===== config.mk =====
export PLATFORM = sky130hd
export DESIGN_NAME = sa_addr_gen_flat
export DESIGN_NICKNAME = d
export VERILOG_FILES = /design/src/rtl/lstm_sa_pkg.sv /design/src/rtl/sa_addr_gen_if.sv /design/src/rtl/wrap_counter.sv /design/src/rtl/sa_addr_gen.sv /design/src/flat_wrapper.sv
export SDC_FILE = /design/constraint.sdc
export NUM_CORES = 1
export LEC_CHECK = 0
export BUFFER_PORTS_ARGS = -buffer_cell sky130_fd_sc_hd__buf_2
export CAP_MARGIN = 20
export CELL_PAD_IN_SITES_DETAIL_PLACEMENT = 0
export CELL_PAD_IN_SITES_GLOBAL_PLACEMENT = 2
export CORE_ASPECT_RATIO = 1.75
export CORE_MARGIN = 8
export CORE_UTILIZATION = 34
export CTS_BUF_LIST = sky130_fd_sc_hd__clkbuf_4
export DETAILED_ROUTE_END_ITERATION = 7
export PLACE_DENSITY = 0.76
export SYNTH_ARGS = -nofsm -noshare
export SYNTH_HDL_FRONTEND = slang
export SYNTH_SLANG_ARGS = --single-unit
export TNS_END_PERCENT = 30

===== constraint.sdc =====
create_clock -name sys_clk -period 2.2 [get_ports sys_clk]
set_clock_uncertainty 0.2 [all_clocks]
set_input_delay 0.11 -clock sys_clk [delete_from_list [all_inputs] [get_ports sys_clk]]
set_output_delay 0.11 -clock sys_clk [all_outputs]
set_load 0.02 [all_outputs]

===== src/rtl/lstm_sa_pkg.sv =====
// Shared types and sizing for the systolic-array address sequencer.
// ADDR_GEN_STALL_EN (optional) adds a stall input to sa_addr_gen.
package lstm_sa_pkg;

  localparam int unsigned FEATURE_BITS = 4;
  localparam int unsigned NUM_PE       = 4;
  localparam int unsigned DRAIN_W      = $clog2(NUM_PE + 1);

  typedef enum logic [1:0] {IDLE, RUN, DRAIN, DONE} addr_gen_state_t;

  typedef logic [2*FEATURE_BITS-1:0] sa_addr_t;

endpackage


===== src/rtl/sa_addr_gen_if.sv =====
// Request/beat bundle between a tile requester and sa_addr_gen.
// ADDR_GEN_STALL_EN adds the stall_in signal.
interface sa_addr_gen_if;
  import lstm_sa_pkg::*;

  logic                    start;
  logic [FEATURE_BITS-1:0] rows_m1;
  logic [FEATURE_BITS-1:0] cols_m1;
  sa_addr_t                address_out;
  logic                    cs_out;
  logic                    enable_out;
  logic                    busy;
  logic                    done;
`ifdef ADDR_GEN_STALL_EN
  logic                    stall_in;
`endif

  modport master (
`ifdef ADDR_GEN_STALL_EN
    output stall_in,
`endif
    output start, rows_m1, cols_m1,
    input  address_out, cs_out, enable_out, busy, done
  );

  modport slave (
`ifdef ADDR_GEN_STALL_EN
    input  stall_in,
`endif
    input  start, rows_m1, cols_m1,
    output address_out, cs_out, enable_out, busy, done
  );

endinterface


===== src/rtl/wrap_counter.sv =====
// Up-counter that wraps to zero after reaching a run-time maximum.
// wrap flags value == max so the caller can chain counters.
module wrap_counter
  import lstm_sa_pkg::*;
#(
  parameter int unsigned WIDTH = FEATURE_BITS
) (
  input  logic             sys_clk,
  input  logic             reset_n,
  input  logic             clr,
  input  logic             inc,
  input  logic [WIDTH-1:0] max,
  output logic [WIDTH-1:0] value,
  output logic             wrap
);

  assign wrap = (value == max);

  always_ff @(posedge sys_clk) begin
    if (!reset_n) begin
      value <= '0;
    end else if (clr) begin
      value <= '0;
    end else if (inc) begin
      value <= wrap ? '0 : value + 1'b1;
    end
  end

endmodule


===== src/rtl/sa_addr_gen.sv =====
// Row-major tile walker feeding the delay_block chain, with drain and done pulse.
// ADDR_GEN_STALL_EN adds bus.stall_in to hold beats and freeze the drain.
module sa_addr_gen
  import lstm_sa_pkg::*;
(
  input logic          sys_clk,
  input logic          reset_n,
  sa_addr_gen_if.slave bus
);

  addr_gen_state_t         state_q, state_d;
  logic [FEATURE_BITS-1:0] rows_q, cols_q;
  logic [FEATURE_BITS-1:0] row_val, col_val;
  logic                    row_at_max, col_at_max;
  logic [DRAIN_W-1:0]      drain_q, drain_d;
  logic                    cs_q, cs_d, en_q, en_d, busy_q, busy_d, done_q, done_d;
  logic                    clr, col_inc, stall;

`ifdef ADDR_GEN_STALL_EN
  assign stall = bus.stall_in;
`else
  assign stall = 1'b0;
`endif

  wrap_counter #(.WIDTH(FEATURE_BITS)) u_col (
    .sys_clk (sys_clk),
    .reset_n (reset_n),
    .clr     (clr),
    .inc     (col_inc),
    .max     (cols_q),
    .value   (col_val),
    .wrap    (col_at_max)
  );

  wrap_counter #(.WIDTH(FEATURE_BITS)) u_row (
    .sys_clk (sys_clk),
    .reset_n (reset_n),
    .clr     (clr),
    .inc     (col_inc & col_at_max),
    .max     (rows_q),
    .value   (row_val),
    .wrap    (row_at_max)
  );

  always_comb begin
    state_d = state_q;
    drain_d = drain_q;
    cs_d    = cs_q;
    en_d    = en_q;
    busy_d  = busy_q;
    done_d  = 1'b0;
    clr     = 1'b0;
    col_inc = 1'b0;
    unique case (state_q)
      IDLE: begin
        if (bus.start) begin
          clr     = 1'b1;
          cs_d    = 1'b1;
          en_d    = 1'b0;
          busy_d  = 1'b1;
          state_d = RUN;
        end
      end
      RUN: begin
        if (stall) begin
          cs_d = 1'b0;
          en_d = 1'b0;
        end else if (!cs_q) begin
          // Previous cycle was a stall bubble: reissue the beat still held in the counters.
          cs_d = 1'b1;
          en_d = (col_val != '0);
        end else if (row_at_max && col_at_max) begin
          cs_d    = 1'b0;
          en_d    = 1'b0;
          drain_d = DRAIN_W'(NUM_PE - 1);
          state_d = DRAIN;
        end else begin
          col_inc = 1'b1;
          cs_d    = 1'b1;
          en_d    = !col_at_max;
        end
      end
      DRAIN: begin
        if (!stall) begin
          if (drain_q == '0) begin
            done_d  = 1'b1;
            busy_d  = 1'b0;
            state_d = DONE;
          end else begin
            drain_d = drain_q - 1'b1;
          end
        end
      end
      DONE: begin
        state_d = IDLE;
      end
      default: state_d = IDLE;
    endcase
  end

  always_ff @(posedge sys_clk) begin
    if (!reset_n) begin
      state_q <= IDLE;
      drain_q <= '0;
      cs_q    <= 1'b0;
      en_q    <= 1'b0;
      busy_q  <= 1'b0;
      done_q  <= 1'b0;
      rows_q  <= '0;
      cols_q  <= '0;
    end else begin
      state_q <= state_d;
      drain_q <= drain_d;
      cs_q    <= cs_d;
      en_q    <= en_d;
      busy_q  <= busy_d;
      done_q  <= done_d;
      if (state_q == IDLE && bus.start) begin
        rows_q <= bus.rows_m1;
        cols_q <= bus.cols_m1;
      end
    end
  end

  assign bus.address_out = {row_val, col_val};
  assign bus.cs_out      = cs_q;
  assign bus.enable_out  = en_q;
  assign bus.busy        = busy_q;
  assign bus.done        = done_q;

endmodule


===== src/flat_wrapper.sv =====
// flat-port wrapper written by rule: the top's interface ports become plain ports
module sa_addr_gen_flat import lstm_sa_pkg::*;
  (sys_clk, reset_n, bus_start, bus_rows_m1, bus_cols_m1, bus_address_out, bus_cs_out, bus_enable_out, bus_busy, bus_done);
  sa_addr_gen_if bus_i ();
  input logic sys_clk;
  input logic reset_n;
  input wire logic [$bits(bus_i.start)-1:0] bus_start;
  input wire logic [$bits(bus_i.rows_m1)-1:0] bus_rows_m1;
  input wire logic [$bits(bus_i.cols_m1)-1:0] bus_cols_m1;
  output wire logic [$bits(bus_i.address_out)-1:0] bus_address_out;
  output wire logic [$bits(bus_i.cs_out)-1:0] bus_cs_out;
  output wire logic [$bits(bus_i.enable_out)-1:0] bus_enable_out;
  output wire logic [$bits(bus_i.busy)-1:0] bus_busy;
  output wire logic [$bits(bus_i.done)-1:0] bus_done;
  assign bus_i.start = bus_start;
  assign bus_i.rows_m1 = bus_rows_m1;
  assign bus_i.cols_m1 = bus_cols_m1;
  assign bus_address_out = bus_i.address_out;
  assign bus_cs_out = bus_i.cs_out;
  assign bus_enable_out = bus_i.enable_out;
  assign bus_busy = bus_i.busy;
  assign bus_done = bus_i.done;
  sa_addr_gen u_core (.sys_clk(sys_clk), .reset_n(reset_n), .bus(bus_i));
endmodule

== Yosys cells after proc, flatten, opt, wreduce, memory -nomap -nowiden ==
Index checks and enable logic that the tools add are counted.
Operators by class
  add/sub/neg operators: 3
  equality and inequality tests: 10
  multiplexer cells: 26
  bitwise logic cells: 2
  reductions and logical operators: 15
Operators with widths (count)
  1-bit two-way mux: 12
  3-bit two-way mux: 3
  4-bit by 1-bit adder with 4-bit output, second input constant: 2
  4-bit == test: 2
  2-bit two-way mux: 4
  4-bit two-way mux: 2
  2-bit one-hot mux with 4 select lines: 1
  4-bit AND reduction: 2
  2-bit by 1-bit != test with 1-bit output, second input constant: 3
  1-bit one-hot mux with 2 select lines: 3
  3-bit one-hot mux with 2 select lines: 1
  2-bit nonzero test: 3
  2-bit == test, second input constant: 2
  2-bit != test, second input constant: 2
  2-bit AND reduction: 2
  4-bit nonzero test: 1
  3-bit logical NOT: 1
  3-bit AND reduction: 1
  3-bit by 1-bit subtractor with 3-bit output, second input constant: 1
  2-bit by 1-bit == test with 1-bit output, second input constant: 1
  1-bit logical AND: 2
  2-bit logical NOT: 1
  2-bit OR reduction: 1
  1-bit AND: 1
  2 further kinds: 2
Word-level totals
  register bits after elaboration: 25
  output and inout bits: 12
  word-level logic and storage cells: 66

== Depth between registers and ports, before layout ==
  word-level depth: 6
  depth in mapped cells: 7
  mapped depth without buffers: 7

== Cells and area by module ==
A second synthesis with hierarchy kept.
Unflattened totals
  cells, all modules: 154
  area, all modules: 1473.9 µm²
By module, submodules not included
  sa_addr_gen: instances 1, cells an instance 98, area an instance 858.3 µm², sequential area each 340.3 µm²
  wrap_counter: instances 2, cells an instance 28, area an instance 307.8 µm², sequential area each 80.1 µm²

== Worst setup path before layout ==
No wires, ideal clock.
  kind: register to register
  from: reg u_core.u_row.value[1]
  to: reg u_core.u_col.value[1]
  setup time: 65 ps
  arrival time: 1720 ps
  slack: 216 ps
  cell stages (with the launch flop): 7
  clock period less this slack: 1984 ps
  path through: dfxtp_1 -> xor2_1 -> nor4_4 -> and4b_1 -> buf_6 -> or2_4 -> nor2_1
On the way
  cells in the longest elaborated chain, start to end: 5
RTL lines
  start: declaration: RTL line wrap_counter.sv:13  | output logic [WIDTH-1:0] value,
  start signal: assignment: RTL line wrap_counter.sv:25  | value <= wrap ? '0 : value + 1'b1;
  4-bit == test: RTL line wrap_counter.sv:17  | assign wrap = (value == max);
  1-bit logical AND: RTL line sa_addr_gen.sv:72  | end else if (row_at_max && col_at_max) begin
  1-bit two-way mux: RTL line sa_addr_gen.sv:72
  1-bit two-way mux: RTL line sa_addr_gen.sv:68  | end else if (!cs_q) begin
  1-bit two-way mux: RTL line sa_addr_gen.sv:54  | unique case (state_q)
  end signal: assignment: RTL line wrap_counter.sv:25
  end: declaration: RTL line wrap_counter.sv:13
No other way between the ends.
A chain may end at the register's enable or synchronous reset.

== Worst setup path in the final report ==
  from: reg u_core.u_row.value[0]
  to: reg u_core.u_col.value[1]
Same word-level chain as after synthesis.

==> impl_results.rst <==
.. list-table::
   :header-rows: 1

   * - Metric
     - Value
   * - Clock tree root buffer cell
     - sky130_fd_sc_hd__clkbuf_4
   * - Synth Area in Compound Gates
     - around 14%
   * - Average footprint of a synthesized cell
     - between 8 and 9 sq um
   * - Cell count after synthesis
     - 161
   * - Clock buffer depth
     - 2
   * - Worst slew margin relative to its limit
     - 72.8%
   * - Critical-path cell list
     - xor2_1, nor4_4, and4b_1, or2_4, nor2_1
   * - Count of antenna-violating nets left after detailed routing
     - 0
   * - Total met3 wirelength after detailed routing
     - between 100 and 150 um
   * - Synthesis warning total
     - 0
   * - Avg WL per Cell
     - 14.1 um
   * - Port buffer count
     - 22
   * - Final worst path period need
     - around 2 ns
   * - Delay of the slowest cell on the worst path
     - 0.41 ns
   * - Total power divided by cell area
     - around 930 nW/um^2
   * - Height of the die
     - 101 um
   * - Largest driver fanout on the critical path
     - 7
   * - Met1 WL
     - approximately 1300 um
   * - Number of gates resized after cts
     - 0
   * - First-pass iteration count of the detailed router
     - 4
   * - Leftover overflow at the end of global routing
     - 0
   * - HPWL Detailed
     - between 2000 and 3000 um
   * - Net count of the mapped netlist
     - ~180
   * - TritonCTS clock tree
     - yes
   * - CP max stage cell
     - sky130_fd_sc_hd__nor4_4
   * - Post-layout nets
     - 214
   * - CP endpoint kind
     - register
   * - Cell type with the largest total area after synthesis
     - sky130_fd_sc_hd__dfxtp_1
   * - LEAKAGE
     - around 0.00075 uW
   * - Routed met2 length
     - a little under 2000 um
   * - Number of H-tree branching levels
     - 1
   * - XOR/XNOR share of the synthesized area
     - 7.57%
   * - Wire length of the first global-routing pass
     - approximately 6000 um
   * - Count of inserted antenna diode cells
     - 0
   * - Setup violators final
     - 0
   * - Worst setup path startpoint
     - u_core.u_row.value[0]
   * - Pwr Total
     - around 1600 uW
   * - Flip-flop cell with the highest count after synthesis
     - sky130_fd_sc_hd__dfxtp_1
   * - Top post-synthesis cells by count
     - sky130_fd_sc_hd__nand2_1, sky130_fd_sc_hd__dfxtp_1, sky130_fd_sc_hd__nor2_1, sky130_fd_sc_hd__a21boi_0, sky130_fd_sc_hd__ha_1
   * - Layout overhead on the synthesized area
     - 21.1%
   * - Result of the run
     - finished clean
   * - Register-to-Register Setup Slack
     - ~0.20 ns
   * - Highest routing layer actually used
     - met4
   * - Arrival time of data at the critical path endpoint
     - 2.07 ns
   * - Element type at the critical path start
     - register
   * - Pin count of the biggest net entering global routing
     - 23
   * - Final Max Slew Viols
     - 0
   * - Clock latency on the worst-skew pair
     - ~0.33 ns
   * - Area of the die
     - roughly 6500 sq um
   * - Share of async-settable or async-resettable flops after synthesis
     - 0%
   * - Slew at the pin closest to its max-slew limit
     - 0.407 ns
   * - Worst reg2reg path depth
     - 5
   * - Worst reg2reg endpoint
     - u_core.u_col.value[1]
   * - Final number of hold-violating endpoints
     - 0
   * - Site Rows
     - 31
   * - Yosys top cell area share
     - about 36%
   * - Worst EP required
     - 2.27 ns
   * - Global-route total usage across every layer
     - a little under an eighth
   * - Proportion of layout cells with a drive suffix above 1
     - 18.7%
   * - Setup repair after global routing missed its margin
     - false
   * - Starting utilization of the core area
     - between 30% and 40%
   * - Critical register-to-register path startpoint
     - u_core.u_row.value[0]
   * - Vias in the first global route
     - 1280
   * - Max-cap violation count
     - 0
   * - Io pins
     - 23
   * - DRT iter0 DRCs
     - 47
   * - Achievable frequency
     - about 500 MHz
   * - Initial antenna violation count
     - 0
   * - Core Area
     - about 4000 sq um
   * - Category of the critical setup timing path
     - register to register
   * - Setup repair bufs after CTS
     - 0
   * - Gp weighted congestion
     - approximately 0.74
   * - Post-synthesis cell area
     - about 1400 sq um
   * - Aggregate routed wire length
     - 3410 um
   * - Most frequent cell after synthesis
     - sky130_fd_sc_hd__nand2_1
   * - TritonCTS Sinks
     - 25
   * - Type of the tightest min-delay check
     - input port to register
   * - Total negative slack
     - 0 ns
   * - Avg Vias per Cell
     - 5.00
   * - Simple-gate portion of the synthesized area
     - roughly 25%
   * - Cells taking the most area after synthesis
     - sky130_fd_sc_hd__dfxtp_1, sky130_fd_sc_hd__ha_1, sky130_fd_sc_hd__nand2_1, sky130_fd_sc_hd__mux2i_1, sky130_fd_sc_hd__xor2_1
   * - Cells on Worst Hold Path
     - 4
   * - Final cycle utilization of the critical path
     - a little over 90%
   * - DRC violations left
     - 0
   * - Dominant combinational cell family by area after synthesis
     - simple AND/OR/NAND/NOR gates
   * - Critical path capture point
     - u_core.u_col.value[1]
   * - Adder-cell share of the synthesized area
     - 8.12%
   * - Clock-pin slew on the worst setup and hold paths
     - between 0.15 and 0.2 ns
   * - Post-synthesis sequential area ratio
     - 36.1%
   * - Via total after detailed routing
     - between 1000 and 1500
   * - Number of distinct library cell variants in the gate-level netlist after synthesis
     - 35
   * - Max rail drop VDD
     - 0.000484 V
   * - Post-synthesis register bit count
     - 25
   * - Number of synthesized flops with an enable pin
     - 0
   * - Share of cell area taken by muxes after synthesis
     - 5.05%
   * - Total CTS buffers
     - 3
   * - X dimension of the die
     - 64.3 um
kinds of logic after synthesis:
| kind of cell | after synthesis |
|---|---|
| AO/OA/AOI/OAI | 28 |
| XOR/XNOR | 12 |
| adder cells (fa/ha/maj) | 9 |
| buffers and inverters | 15 |
| flip-flops | 25 |
| multiplexers | 7 |
| AND/OR/NAND/NOR | 65 |
cell usage in the layout, fill, tap and decap left out:
cell / instances
sky130_fd_sc_hd__mux2i_1: 7
sky130_fd_sc_hd__o21ai_0: 3
sky130_fd_sc_hd__xnor2_1: 4
sky130_fd_sc_hd__xor2_1: 8
sky130_fd_sc_hd__or2_4: 1
sky130_fd_sc_hd__nor4bb_1: 1
sky130_fd_sc_hd__a31oi_1: 3
sky130_fd_sc_hd__nor3_1: 1
sky130_fd_sc_hd__nand2_1: 29
sky130_fd_sc_hd__buf_4: 5
sky130_fd_sc_hd__ha_1: 9
sky130_fd_sc_hd__a311oi_1: 1
sky130_fd_sc_hd__or2_2: 1
sky130_fd_sc_hd__nand2b_1: 3
sky130_fd_sc_hd__a211oi_1: 2
sky130_fd_sc_hd__and2b_1: 1
sky130_fd_sc_hd__nor4b_1: 1
sky130_fd_sc_hd__inv_1: 7
sky130_fd_sc_hd__nor2b_1: 3
sky130_fd_sc_hd__nand4_1: 1
sky130_fd_sc_hd__nor2_1: 11
sky130_fd_sc_hd__and2_1: 1
sky130_fd_sc_hd__nand3_1: 7
sky130_fd_sc_hd__nor4_4: 2
sky130_fd_sc_hd__and3_1: 1
sky130_fd_sc_hd__dfxtp_1: 25
sky130_fd_sc_hd__buf_2: 22
sky130_fd_sc_hd__dlygate4sd3_1: 9
sky130_fd_sc_hd__inv_6: 1
sky130_fd_sc_hd__a22oi_1: 1
sky130_fd_sc_hd__a21boi_0: 9
sky130_fd_sc_hd__o221a_2: 1
sky130_fd_sc_hd__and4b_1: 1
sky130_fd_sc_hd__a21oi_1: 4
sky130_fd_sc_hd__clkbuf_4: 3
sky130_fd_sc_hd__a31o_1: 1
sky130_fd_sc_hd__o211ai_1: 3
sequential cells by signal, summed over array words and instances, names as in the netlist:
| register | count |
|---|---|
| u_core.bus.busy | 1 |
| u_core.u_row.value | 4 |
| u_core.bus.cs_out | 1 |
| u_core.bus.done | 1 |
| u_core.bus.enable_out | 1 |
| u_core.u_col.value | 4 |
| u_core.state_q | 2 |
| u_core.drain_q | 3 |
| u_core.rows_q | 4 |
| u_core.cols_q | 4 |
how the worst min path moves through the flow:
stage | from | endpoint | slack (ns)
after detailed placement | bus_rows_m1[3] | u_core.rows_q[3] | 0.17
after CTS | bus_start | u_core.bus.busy | 0.02
after global placement | bus_rows_m1[2] | u_core.rows_q[2] | 0.16
final | bus_start | u_core.bus.busy | 0.02
after global routing | bus_start | u_core.bus.busy | 0.07
after floorplan | bus_cols_m1[0] | u_core.cols_q[0] | 0.05
layer usage:
metal,vias up,global-route usage [%]
li1,613,-
met1,580,11.2
met2,15,22.3
met3,2,2.56
met4,0,4.22
met5,-,0
cell type report:
class,instances,area [sq um]
clock inverters,1,8.76
inverters,7,26.3
well taps,49,61.3
flip-flops and latches,25,500
fillers,431,2350
clock buffers,3,22.5
multi-input cells,121,823
repair buffers,36,238
critical path: cells and delay by family (launching register included):
kind | cells | cell delay [ns]
AND/OR/NAND/NOR | 4 | 1.15
flip-flops | 1 | 0.39
XOR/XNOR | 1 | 0.20
report_power, final:
group	switching, uW	total (uW)	internal, uW
clock	158	232	74.1
sequential	67.8	599	532
combinational	421	725	304
timing repair:
item | in CTS | in global routing
endpoints found under the setup margin | 0 | 0
hold buffers | 9 | 0
endpoints found under the hold margin | 10 | 0
stage by stage:
stage / hold slack, ns / instance area (sq um) / setup WS [ns] / cells / utilization (%)
floorplan: 0.0549 / 1390 / 0.216 / 161 / -
global placement: 0.163 / 1560 / 0.288 / 229 / 38.6
detailed placement: 0.169 / 1560 / 0.223 / 229 / 38.6
CTS: 0.0241 / 1680 / 0.188 / 242 / 41.7
global route: 0.0716 / 1680 / 0.0571 / 242 / 41.7
finish: 0.0248 / 1680 / 0.199 / 242 / 41.7
Power figures use the tool's default switching activity.
